--- src/rtl/mc_control_fsm.sv ---
// Multi-cycle sequencing controller for the RV32 core: steps the shared ALU,
// unified memory port and register file through fetch/decode/execute/mem/wb.
//
// state      | meaning
// -----------+------------------------------------------------------------
// FETCH      | read instruction at PC, PC+4 into PC on mem_ready
// DECODE     | branch target into ALUOut, dispatch on opcode
// MEMADR     | rs1 + imm into ALUOut for lw/sw
// MEMREAD    | data read at ALUOut, wait for mem_ready
// MEMWB      | load data into rd
// MEMWRITE   | data write at ALUOut, wait for mem_ready
// EXECUTER   | rs1 op rs2
// EXECUTEI   | rs1 op imm
// ALUWB      | ALUOut into rd
// BEQ        | compare rs1/rs2, take branch on zero

module mc_control_fsm #(
   parameter int unsigned ENABLE_ITYPE = 1,
   parameter int unsigned RETIRE_CNT_W = 32
) (
   input  logic                    clk,
   input  logic                    rst_n,
   input  logic [6:0]              opcode,
   input  logic                    zero,
   input  logic                    mem_ready,
   output logic                    mem_req,
   output logic                    MemRead,
   output logic                    MemWrite,
   output logic                    AdrSrc,
   output logic                    IRWrite,
   output logic                    PCWrite,
   output logic                    RegWrite,
   output logic                    Branch,
   output logic [1:0]              ALUSrcA,
   output logic [1:0]              ALUSrcB,
   output logic [1:0]              ALUOp,
   output logic [1:0]              ResultSrc,
   output logic                    illegal_instr,
   output logic                    instr_done,
   output logic [RETIRE_CNT_W-1:0] retire_cnt
);

   localparam logic [6:0] OP_LW   = 7'b0000011;
   localparam logic [6:0] OP_SW   = 7'b0100011;
   localparam logic [6:0] OP_R    = 7'b0110011;
   localparam logic [6:0] OP_I    = 7'b0010011;
   localparam logic [6:0] OP_BEQ  = 7'b1100011;
   localparam logic       ITYPE_OK = (ENABLE_ITYPE != 0);

   typedef enum logic [3:0] {
      S_FETCH,
      S_DECODE,
      S_MEMADR,
      S_MEMREAD,
      S_MEMWB,
      S_MEMWRITE,
      S_EXECUTER,
      S_EXECUTEI,
      S_ALUWB,
      S_BEQ
   } state_t;

   state_t state;
   state_t state_next;

   always_comb begin
      state_next = state;
      case (state)
         S_FETCH:    if (mem_ready) state_next = S_DECODE;
         S_DECODE: begin
            case (opcode)
               OP_LW, OP_SW: state_next = S_MEMADR;
               OP_R:         state_next = S_EXECUTER;
               OP_I:         state_next = ITYPE_OK ? S_EXECUTEI : S_FETCH;
               OP_BEQ:       state_next = S_BEQ;
               default:      state_next = S_FETCH;
            endcase
         end
         S_MEMADR:   state_next = (opcode == OP_LW) ? S_MEMREAD : S_MEMWRITE;
         S_MEMREAD:  if (mem_ready) state_next = S_MEMWB;
         S_MEMWB:    state_next = S_FETCH;
         S_MEMWRITE: if (mem_ready) state_next = S_FETCH;
         S_EXECUTER: state_next = S_ALUWB;
         S_EXECUTEI: state_next = S_ALUWB;
         S_ALUWB:    state_next = S_FETCH;
         S_BEQ:      state_next = S_FETCH;
         default:    state_next = S_FETCH;
      endcase
   end

   // Outputs are decoded from state plus the Mealy terms; gating on rst_n
   // drops every strobe in the reset cycle, abandoning any open access.
   always_comb begin
      mem_req       = 1'b0;
      MemRead       = 1'b0;
      MemWrite      = 1'b0;
      AdrSrc        = 1'b0;
      IRWrite       = 1'b0;
      PCWrite       = 1'b0;
      RegWrite      = 1'b0;
      Branch        = 1'b0;
      ALUSrcA       = 2'b00;
      ALUSrcB       = 2'b00;
      ALUOp         = 2'b00;
      ResultSrc     = 2'b00;
      illegal_instr = 1'b0;
      instr_done    = 1'b0;
      if (rst_n) begin
         case (state)
            S_FETCH: begin
               mem_req   = 1'b1;
               MemRead   = 1'b1;
               ALUSrcB   = 2'b10;
               ResultSrc = 2'b10;
               IRWrite   = mem_ready;
               PCWrite   = mem_ready;
            end
            S_DECODE: begin
               ALUSrcA = 2'b01;
               ALUSrcB = 2'b01;
               case (opcode)
                  OP_LW, OP_SW, OP_R, OP_BEQ: illegal_instr = 1'b0;
                  OP_I:                       illegal_instr = !ITYPE_OK;
                  default:                    illegal_instr = 1'b1;
               endcase
            end
            S_MEMADR: begin
               ALUSrcA = 2'b10;
               ALUSrcB = 2'b01;
            end
            S_MEMREAD: begin
               mem_req = 1'b1;
               MemRead = 1'b1;
               AdrSrc  = 1'b1;
            end
            S_MEMWB: begin
               ResultSrc  = 2'b01;
               RegWrite   = 1'b1;
               instr_done = 1'b1;
            end
            S_MEMWRITE: begin
               mem_req    = 1'b1;
               MemWrite   = 1'b1;
               AdrSrc     = 1'b1;
               instr_done = mem_ready;
            end
            S_EXECUTER: begin
               ALUSrcA = 2'b10;
               ALUOp   = 2'b10;
            end
            S_EXECUTEI: begin
               ALUSrcA = 2'b10;
               ALUSrcB = 2'b01;
               ALUOp   = 2'b10;
            end
            S_ALUWB: begin
               RegWrite   = 1'b1;
               instr_done = 1'b1;
            end
            S_BEQ: begin
               ALUSrcA    = 2'b10;
               ALUOp      = 2'b01;
               Branch     = 1'b1;
               PCWrite    = zero;
               instr_done = 1'b1;
            end
            default: begin
               mem_req = 1'b0;
            end
         endcase
      end
   end

   always_ff @(posedge clk) begin
      if (!rst_n) begin
         state      <= S_FETCH;
         retire_cnt <= '0;
      end else begin
         state <= state_next;
         if (instr_done) retire_cnt <= retire_cnt + RETIRE_CNT_W'(1);
      end
   end

endmodule

--- config.mk ---
export PLATFORM = sky130hd
export DESIGN_NAME = mc_control_fsm
export DESIGN_NICKNAME = d
export VERILOG_FILES = /design/src/rtl/mc_control_fsm.sv
export SDC_FILE = /design/constraint.sdc
export NUM_CORES = 1
export LEC_CHECK = 0
export CORE_UTILIZATION = 48
export CTS_CLUSTER_SIZE = 12
export DETAILED_ROUTE_END_ITERATION = 10
export PLACE_DENSITY = 0.8
export SETUP_SLACK_MARGIN = 0.05
export SYNTH_ARGS = -nofsm -noshare
export SYNTH_HDL_FRONTEND = slang
export SYNTH_SLANG_ARGS = --single-unit
--- constraint.sdc ---
create_clock -name clk -period 2.05 [get_ports clk]
set_input_delay 0.41 -clock clk [delete_from_list [all_inputs] [get_ports clk]]
set_output_delay 0.41 -clock clk [all_outputs]
set_load 0.01 [all_outputs]
Word level (Yosys, flattened, before mapping)
Cells that the tools add are included.
{"block": "word_totals", "word_cells": 67, "register_bits": 36, "output_inout_bits": 50, "in_bits": 11}
{"block": "op_classes", "n_reduce_logical": 12, "n_eq_ne": 17, "add_sub_neg": 1, "muxes": 35}
{"cell": "$add A32 B1 Y32 const B", "n": 1}
{"cell": "$pmux W4 S6", "n": 1}
{"cell": "$mux W1", "n": 19}
{"cell": "$eq A4 B3 Y1 const B", "n": 4}
{"cell": "$pmux W2 S2", "n": 4}
{"cell": "$pmux W4 S4", "n": 1}
{"cell": "$eq A7 B6 Y1 const B", "n": 2}
{"cell": "$mux W4", "n": 3}
{"cell": "$reduce_or A2 Y1", "n": 5}
{"cell": "$reduce_or A3 Y1", "n": 3}
{"cell": "$eq A4 B2 Y1 const B", "n": 2}
{"cell": "$eq A4 B4 Y1 const B", "n": 2}
{"cell": "$mux W2", "n": 4}
{"cell": "$eq A7 B2 Y1 const B", "n": 1}
{"cell": "$eq A7 B5 Y1 const B", "n": 1}
{"cell": "$eq A7 B7 Y1 const B", "n": 1}
{"cell": "$ne A2 B2 Y1 const B", "n": 3}
{"cell": "$reduce_or A5 Y1", "n": 1}
{"cell": "$eq A4 B1 Y1 const B", "n": 1}
{"cell": "$logic_not A4 Y1", "n": 1}
{"cell": "$pmux W1 S2", "n": 2}
{"cell": "$reduce_or A4 Y1", "n": 1}
{"cell": "$mux W3", "n": 1}
{"cell": "$reduce_and A3 Y1", "n": 1}

Depth between registers and ports, before layout
Gate-level depths: netlist of the first run.
{"block": "depth", "depth_word": 5, "mapped_depth": 7, "depth_no_buf": 5}

Worst setup path after synthesis of the first run
OpenSTA, ideal clock, no wires.
{"block": "synth_timing", "path_type": "input to output", "start": "input port rst_n", "end": "output port PCWrite", "path_buffers": 1, "arrival_ps": 1665, "slack_ps": -25, "required_time_ps": 1640, "path_stages": 5, "path_cell_list": "buf_2 -> nand2b_1 -> nor4_1 -> and2_1 -> a21o_1"}
{"block": "synth_via", "elab_chain_len": 1}
{"item": "start: declaration", "line_no": "22", "rtl": "input logic rst_n,"}
{"item": "$mux W1", "line_no": "108", "rtl": "if (rst_n) begin"}
{"item": "end: declaration", "line_no": "31", "rtl": "output logic PCWrite,"}
Every way passes these cells.

Worst setup path after layout of the first run
{"block": "layout_timing", "start": "input port mem_ready", "end": "output port PCWrite"}
{"block": "layout_via", "elab_chain_len": 2}
{"item": "start: declaration", "line_no": "25", "rtl": "input logic mem_ready,"}
{"item": "$pmux W1 S2", "line_no": "109", "rtl": "case (state)"}
{"item": "$mux W1", "line_no": "108"}
Every way passes these cells.

==> impl_metrics.py, run 1 <==
metrics = {
    "cts": {
        "cts_hold_buf": 0,
        "cts_num_sinks": 36,
        "cts-root-buf": "clkbuf_8",
        "cts_max_level": 2,
        "numCtsBuffers": 5,
        "clk_pin_slew_ps": 70,
        "clockBufferDepth": 2,
        "tritoncts": "done",
        "clk_latency_ps": 290,
    },
    "logic_synthesis": {
        "avgSynthCellArea_um2": 7.827,
        "synth.top_cell.area_share_pct": 32.65,
        "synth_flop_cell": "dfxtp_1",
        "muxShareOfSynthArea_pct": 9.977,
        "netlist-cell-type-count": 40,
        "synth-seq-cells": 36,
        "synth_common_cells": "39 x nand2_1, 36 x dfxtp_1, 27 x nand2b_1",
        "syn-num-nets": 294,
        "ys_seq_area_share_pct": 32.65,
        "syn-cell-area_um2": 2207,
        "synthTopCellsByArea": "dfxtp_1 33%, mux2i_1 10%, nand2b_1 7.7%",
        "synth_fa_ha_area_share_pct": 0.5669,
        "synthCells": 282,
        "synth_edf_count": 0,
        "async_reset_ff_share_pct": 0,
        "synth_top_family_by_area": "simple AND/OR/NAND/NOR gates",
        "synth_top_cell_by_area": "dfxtp_1",
        "synth_compound_area_share_pct": 10.20,
        "ys_warn_count": 0,
        "synth_xor_xnor_area_share_pct": 0.3968,
        "synth.most_common_cell": "nand2_1",
        "synthSimpleGateAreaFrac_pct": 41.50,
    },
    "timing": {
        "fin_crit_sh_pct": 97.44,
        "clock.fmax_mhz": 500.6,
        "drv_slew": 0,
        "slew_headroom_pct": 72.79,
        "tightest_slew_ps": 404.4,
        "skew_ps": 11.41,
        "hold_slack_ps": 486.5,
        "setup-violations-final": 0,
        "finalCriticalPeriod_ps": 1998,
        "hold_violations": 0,
        "rsz0062_at_grt": "true",
    },
    "final_layout": {
        "nNetsFinal": 381,
        "areaGrowthSynthToFinish_pct": 47.34,
        "drive_above_1_share_pct": 17.03,
        "insertedDiodeCount": 0,
        "stdcell_area_um2": 3252,
        "fin_util_pct": 74.17,
    },
    "hold_path": {
        "hp-class": "reg2reg",
    },
    "power_and_ir_drop": {
        "switchingPower_mw": 0.3276,
        "p_int_mw": 1.203,
        "irDropWorstVdd_mv": 0.3171,
        "swShare_pct": 21.40,
        "power.density_nw_per_um2": 470.8,
        "power.leakage_nw": 1.201,
        "power_frac_seq_pct": 45.8,
        "p_comb_share_pct": 9.3,
        "clkPwrFrac_pct": 45.0,
    },
    "floorplan": {
        "fp-row-count": 24,
        "ios": 61,
        "core_um2": 4384,
        "die_w_um": 69.81,
        "die-area_um2": 4873,
        "initial_utilization_pct": 50.34,
        "die_h_um": 69.81,
    },
    "global_route": {
        "grt_pass1_vias": 2169,
        "grt_usage_pct": 23.92,
        "grt_overflow": 0,
        "antenna_found_initial": 0,
        "grt_first_pass_wirelength_mm": 9.770,
        "grt_max_degree": 42,
    },
    "drt": {
        "dr.pass1.iters": 4,
        "dr.first_iter.drc_count": 114,
        "via_per_inst": 5.687,
        "finalWirelength_mm": 5.718,
        "final_antenna_net_count": 0,
        "vias": 2400,
        "drc": 0,
        "drt-wirelength-per-cell_um": 13.55,
    },
    "setup_path": {
        "arrival_ps": 1590,
        "path_max_fanout": 4,
        "worstSetupPathType": "in2out",
        "worstPathRequired_ps": 1640,
        "endpoint_kind": "output port",
        "cp-start-kind": "input pin",
    },
    "placement": {
        "place.detailed.hpwl_mm": 4.130,
        "gp_congestion": 0.7927,
        "placed_area_um2": 3068,
        "io_buffers": 60,
    },
    "status": {
        "outcome": "finished clean",
    },
    "job": {
        "maxCapViolations": 0,
    },
}
## worst max-delay path, cell delays in order
cell and delay (ps):
clkdlybuf4s50_1 410, buf_4 150, and2_4 140, buf_4 120, a21o_1 140, clkdlybuf4s15_2 220
## sequential cells by signal, summed over array words and instances, names as in the netlist
| name | count |
|---|---|
| retire_cnt | 32 |
| state | 4 |
## placed cells by master, fill, tap and decap left out, types with 7 or more instances in the layout
master / instances
nand4_1: 9
nor2_1: 13
nand3_1: 8
clkdlybuf4s50_1: 41
nand2_1: 39
buf_4: 40
clkbuf_8: 7
or4_1: 9
dfxtp_1: 31
nor4_1: 20
mux2i_1: 22
a21oi_1: 14
dlygate4sd2_1: 15
nand2b_1: 26
o31ai_1: 9
## power by group through the flow
stage / clock network (mW) / registers [mW] / logic (mW)
CTS: 0.696 / 0.701 / 0.138
global placement: 0 / 0.719 / 0.136
finish: 0.688 / 0.701 / 0.142
global route: 0.717 / 0.701 / 0.155
detailed placement: 0 / 0.719 / 0.139
floorplan: 0 / 0.718 / 0.0634
## layout make-up
| class | count | area (µm²) |
|---|---|---|
| clock buffers | 7 | 96.34 |
| clock inverters | 1 | 30.03 |
| fillers | 337 | 1132 |
| inverters | 5 | 18.77 |
| multi-input cells | 221 | 1421 |
| flip-flops and latches | 36 | 734.5 |
| well taps | 52 | 65.06 |
| repair buffers | 100 | 885.9 |
## per-layer routing
| layer | vias up | GRT usage [%] | share of wire [%] |
|---|---|---|---|
| met2 | 45 | 40.60 | 50 |
| li1 | 1204 | - | - |
| met3 | 5 | 3.779 | 3.0 |
| met5 | - | 0 | 0 |
| met1 | 1146 | 31.52 | 47 |
| met4 | 0 | 6.222 | 0.47 |
## stage by stage
| step | setup WS [ps] | std cells | setup TNS, ps | total power, mW |
|---|---|---|---|---|
| 2_1_floorplan | 177.9 | 282 | 0 | 0.7811 |
| 3_3_place_gp | -375.8 | 410 | -6542 | 0.8557 |
| 3_5_place_dp | -421.7 | 410 | -7758 | 0.8585 |
| 4_1_cts | 32.76 | 421 | 0 | 1.536 |
| 5_1_grt | 27.54 | 422 | 0 | 1.573 |
| 6_report | 52.47 | 422 | 0 | 1.531 |
## logic make-up (layout without fill, tap and decap cells)
logic type | Yosys count | count (layout)
adders and majority gates | 1 | 1
and+or+nand+nor | 161 | 161
AOI/OAI and AO/OA | 36 | 36
muxes | 22 | 22
xor gates and xnor gates | 1 | 1
buffers and inverters | 25 | 113
DFF | 36 | 36
## worst paths after layout
| kind | slack, ps | end | startpoint | cells past startpoint |
|---|---|---|---|---|
| min reg2reg | 490 | retire_cnt[29] | retire_cnt[29] | 2 |
| min | 490 | retire_cnt[29] | retire_cnt[29] | 2 |
| max reg2reg | 140 | retire_cnt[18] | retire_cnt[12] | 4 |
| max | 50 | PCWrite | mem_ready | 6 |
## what timing repair did
item | in CTS | in global routing
pin swaps | 2 | 3
endpoints found under the setup margin | 18 | 9
setup buffers | 3 | 1
gates resized for setup | 30 | 7
Power figures use the tool's default switching activity.
==> inputs of run 2 (changes only) <==
- CORE_UTILIZATION: 48 -> 52
- PLACE_DENSITY: 0.8 -> unset
- PLACE_DENSITY_LB_ADDON: unset -> 0.08
- clock period: 2.05 -> 2.4 ns (I/O delays scaled with it)
==> run 2 against run 1 <==
Effect of this change: combinational power down 20%; routed wire length down 2.0%; critical path depth shrank 2; sequential share of layout area is 0.95 points higher; clock skew is 6.2 ps lower; count of clock-buffer cells in the layout shrank 2; total power is 26% lower; critical path type is now reg2out.
==> impl_metrics.py, run 2 (synthesized netlist as in run 1, its figures left out) <==
metrics = {
    "global_route": {
        "grt_first_pass_wirelength_mm": 9.101,
        "grt_usage_pct": 26.02,
        "grt_overflow": 0,
        "grt_max_degree": 44,
        "antenna_found_initial": 0,
        "grt_pass1_vias": 2057,
    },
    "timing": {
        "finalCriticalPeriod_ps": 2206,
        "slew_headroom_pct": 73.24,
        "drv_slew": 0,
        "tightest_slew_ps": 401.5,
        "skew_ps": 5.242,
        "rsz0062_at_grt": "false",
        "setup-violations-final": 0,
        "clock.fmax_mhz": 453.3,
        "fin_crit_sh_pct": 91.93,
        "hold_violations": 0,
        "setup_tns_ps": 0,
    },
    "drt": {
        "dr_wl_met3_um": 210,
        "finalWirelength_mm": 5.606,
        "dr.first_iter.drc_count": 194,
        "drc": 0,
        "dr.pass1.iters": 4,
        "drt-wirelength-per-cell_um": 13.81,
        "wl_met2_mm": 2.831,
        "wl_met1_mm": 2.483,
        "final_antenna_net_count": 0,
        "via_per_inst": 5.766,
        "route.top_layer_used": "met4",
        "vias": 2341,
    },
    "final_layout": {
        "insertedDiodeCount": 0,
        "reg_top3": "retire_cnt x32, state x4",
        "top_register": "retire_cnt",
        "drive_above_1_share_pct": 11.80,
        "stdcell_area_um2": 3068,
        "largest_register_ffs": 32,
        "areaGrowthSynthToFinish_pct": 39.00,
        "layout_common_cells": "42 x clkdlybuf4s50_1, 39 x nand2_1, 35 x dfxtp_1",
        "fin_util_pct": 76.15,
        "nNetsFinal": 367,
        "final_common_cell": "clkdlybuf4s50_1",
    },
    "cts": {
        "cts_num_sinks": 36,
        "cts_hold_buf": 0,
        "cts-root-buf": "clkbuf_8",
        "clk_latency_ps": 280,
        "clk_pin_slew_ps": 80,
        "numCtsBuffers": 5,
        "clockBufferDepth": 2,
        "tritoncts": "done",
        "cts_max_level": 2,
    },
    "power_and_ir_drop": {
        "irDropWorstVdd_mv": 0.3899,
        "switchingPower_mw": 0.2803,
        "p_int_mw": 0.8590,
        "p_comb_share_pct": 9.9,
        "power.density_nw_per_um2": 371.4,
        "swShare_pct": 24.60,
        "power.leakage_nw": 1.111,
        "clkPwrFrac_pct": 37.4,
        "power_frac_seq_pct": 52.7,
    },
    "setup_path": {
        "cp-start-kind": "flip-flop",
        "arrival_ps": 1730,
        "worstSetupPathType": "reg2out",
        "worstPathRequired_ps": 1920,
        "endpoint_kind": "output port",
        "path_max_fanout": 12,
        "rrSetupSlack_ps": 490,
    },
    "floorplan": {
        "ios": 61,
        "initial_utilization_pct": 54.78,
        "die_w_um": 67.15,
        "die_h_um": 67.15,
        "fp-row-count": 23,
        "die-area_um2": 4509,
        "core_um2": 4029,
    },
    "placement": {
        "place.detailed.hpwl_mm": 4.035,
        "gp_congestion": 0.8962,
        "placed_area_um2": 2977,
        "io_buffers": 60,
    },
    "job": {
        "maxCapViolations": 0,
    },
    "hold_path": {
        "hp-class": "reg2reg",
    },
    "status": {
        "outcome": "finished clean",
    },
}
## run 2: metrics by stage
| step | worst slack, ps | instances | hold WS, ps | total power [mW] |
|---|---|---|---|---|
| final | 193.8 | 406 | 482.7 | 1.139 |
| after global routing | 109.4 | 406 | 511.6 | 1.181 |
| after CTS | 35.25 | 405 | 488.4 | 1.150 |
| after detailed placement | -266.4 | 397 | 473.3 | 0.7322 |
| after global placement | -253.3 | 397 | 465.1 | 0.7299 |
| after floorplan | 184.8 | 282 | 486.3 | 0.6665 |
## run 2: what timing repair did
action / in CTS / in global routing
buffers inserted: 0 / 1
pin swaps: 0 / 2
endpoints found under the setup margin: 16 / 13
resized for setup: 19 / 5
## run 2: worst paths after layout
| path | end | start | cells after the start |
|---|---|---|---|
| max | ALUOp[1] | state[2] | 4 |
| min | retire_cnt[31] | retire_cnt[31] | 2 |
| max reg2reg | retire_cnt[18] | retire_cnt[11] | 4 |
| min reg2reg | retire_cnt[31] | retire_cnt[31] | 2 |
## run 2: cell type report
class | instances | area (µm²)
multi-input cells | 221 | 1400
fillers | 336 | 960.9
repair buffers | 86 | 777.0
flip-flops and latches | 36 | 721.9
clock buffers | 5 | 68.82
well taps | 50 | 62.56
clock inverters | 3 | 18.77
inverters | 5 | 18.77
## run 2: worst max-delay path, stage by stage, from the launching register on
cell and delay (ps):
dfxtp_1 480, buf_4 240, nand2_1 80, nor2_1 100
clkdlybuf4s50_1 540
## run 2: power groups by stage
stage	logic [mW]	clock network (mW)	registers, mW
floorplan	0.0536	0	0.613
global placement	0.116	0	0.614
detailed placement	0.118	0	0.614
CTS	0.114	0.436	0.600
global route	0.123	0.457	0.601
finish	0.113	0.426	0.601
## run 2: metal layers
metal | vias to the layer above | track usage (%)
met5 | - | 0
met2 | 59 | 45.88
li1 | 1171 | -
met3 | 8 | 4.730
met4 | 0 | 7.713
met1 | 1103 | 31.89
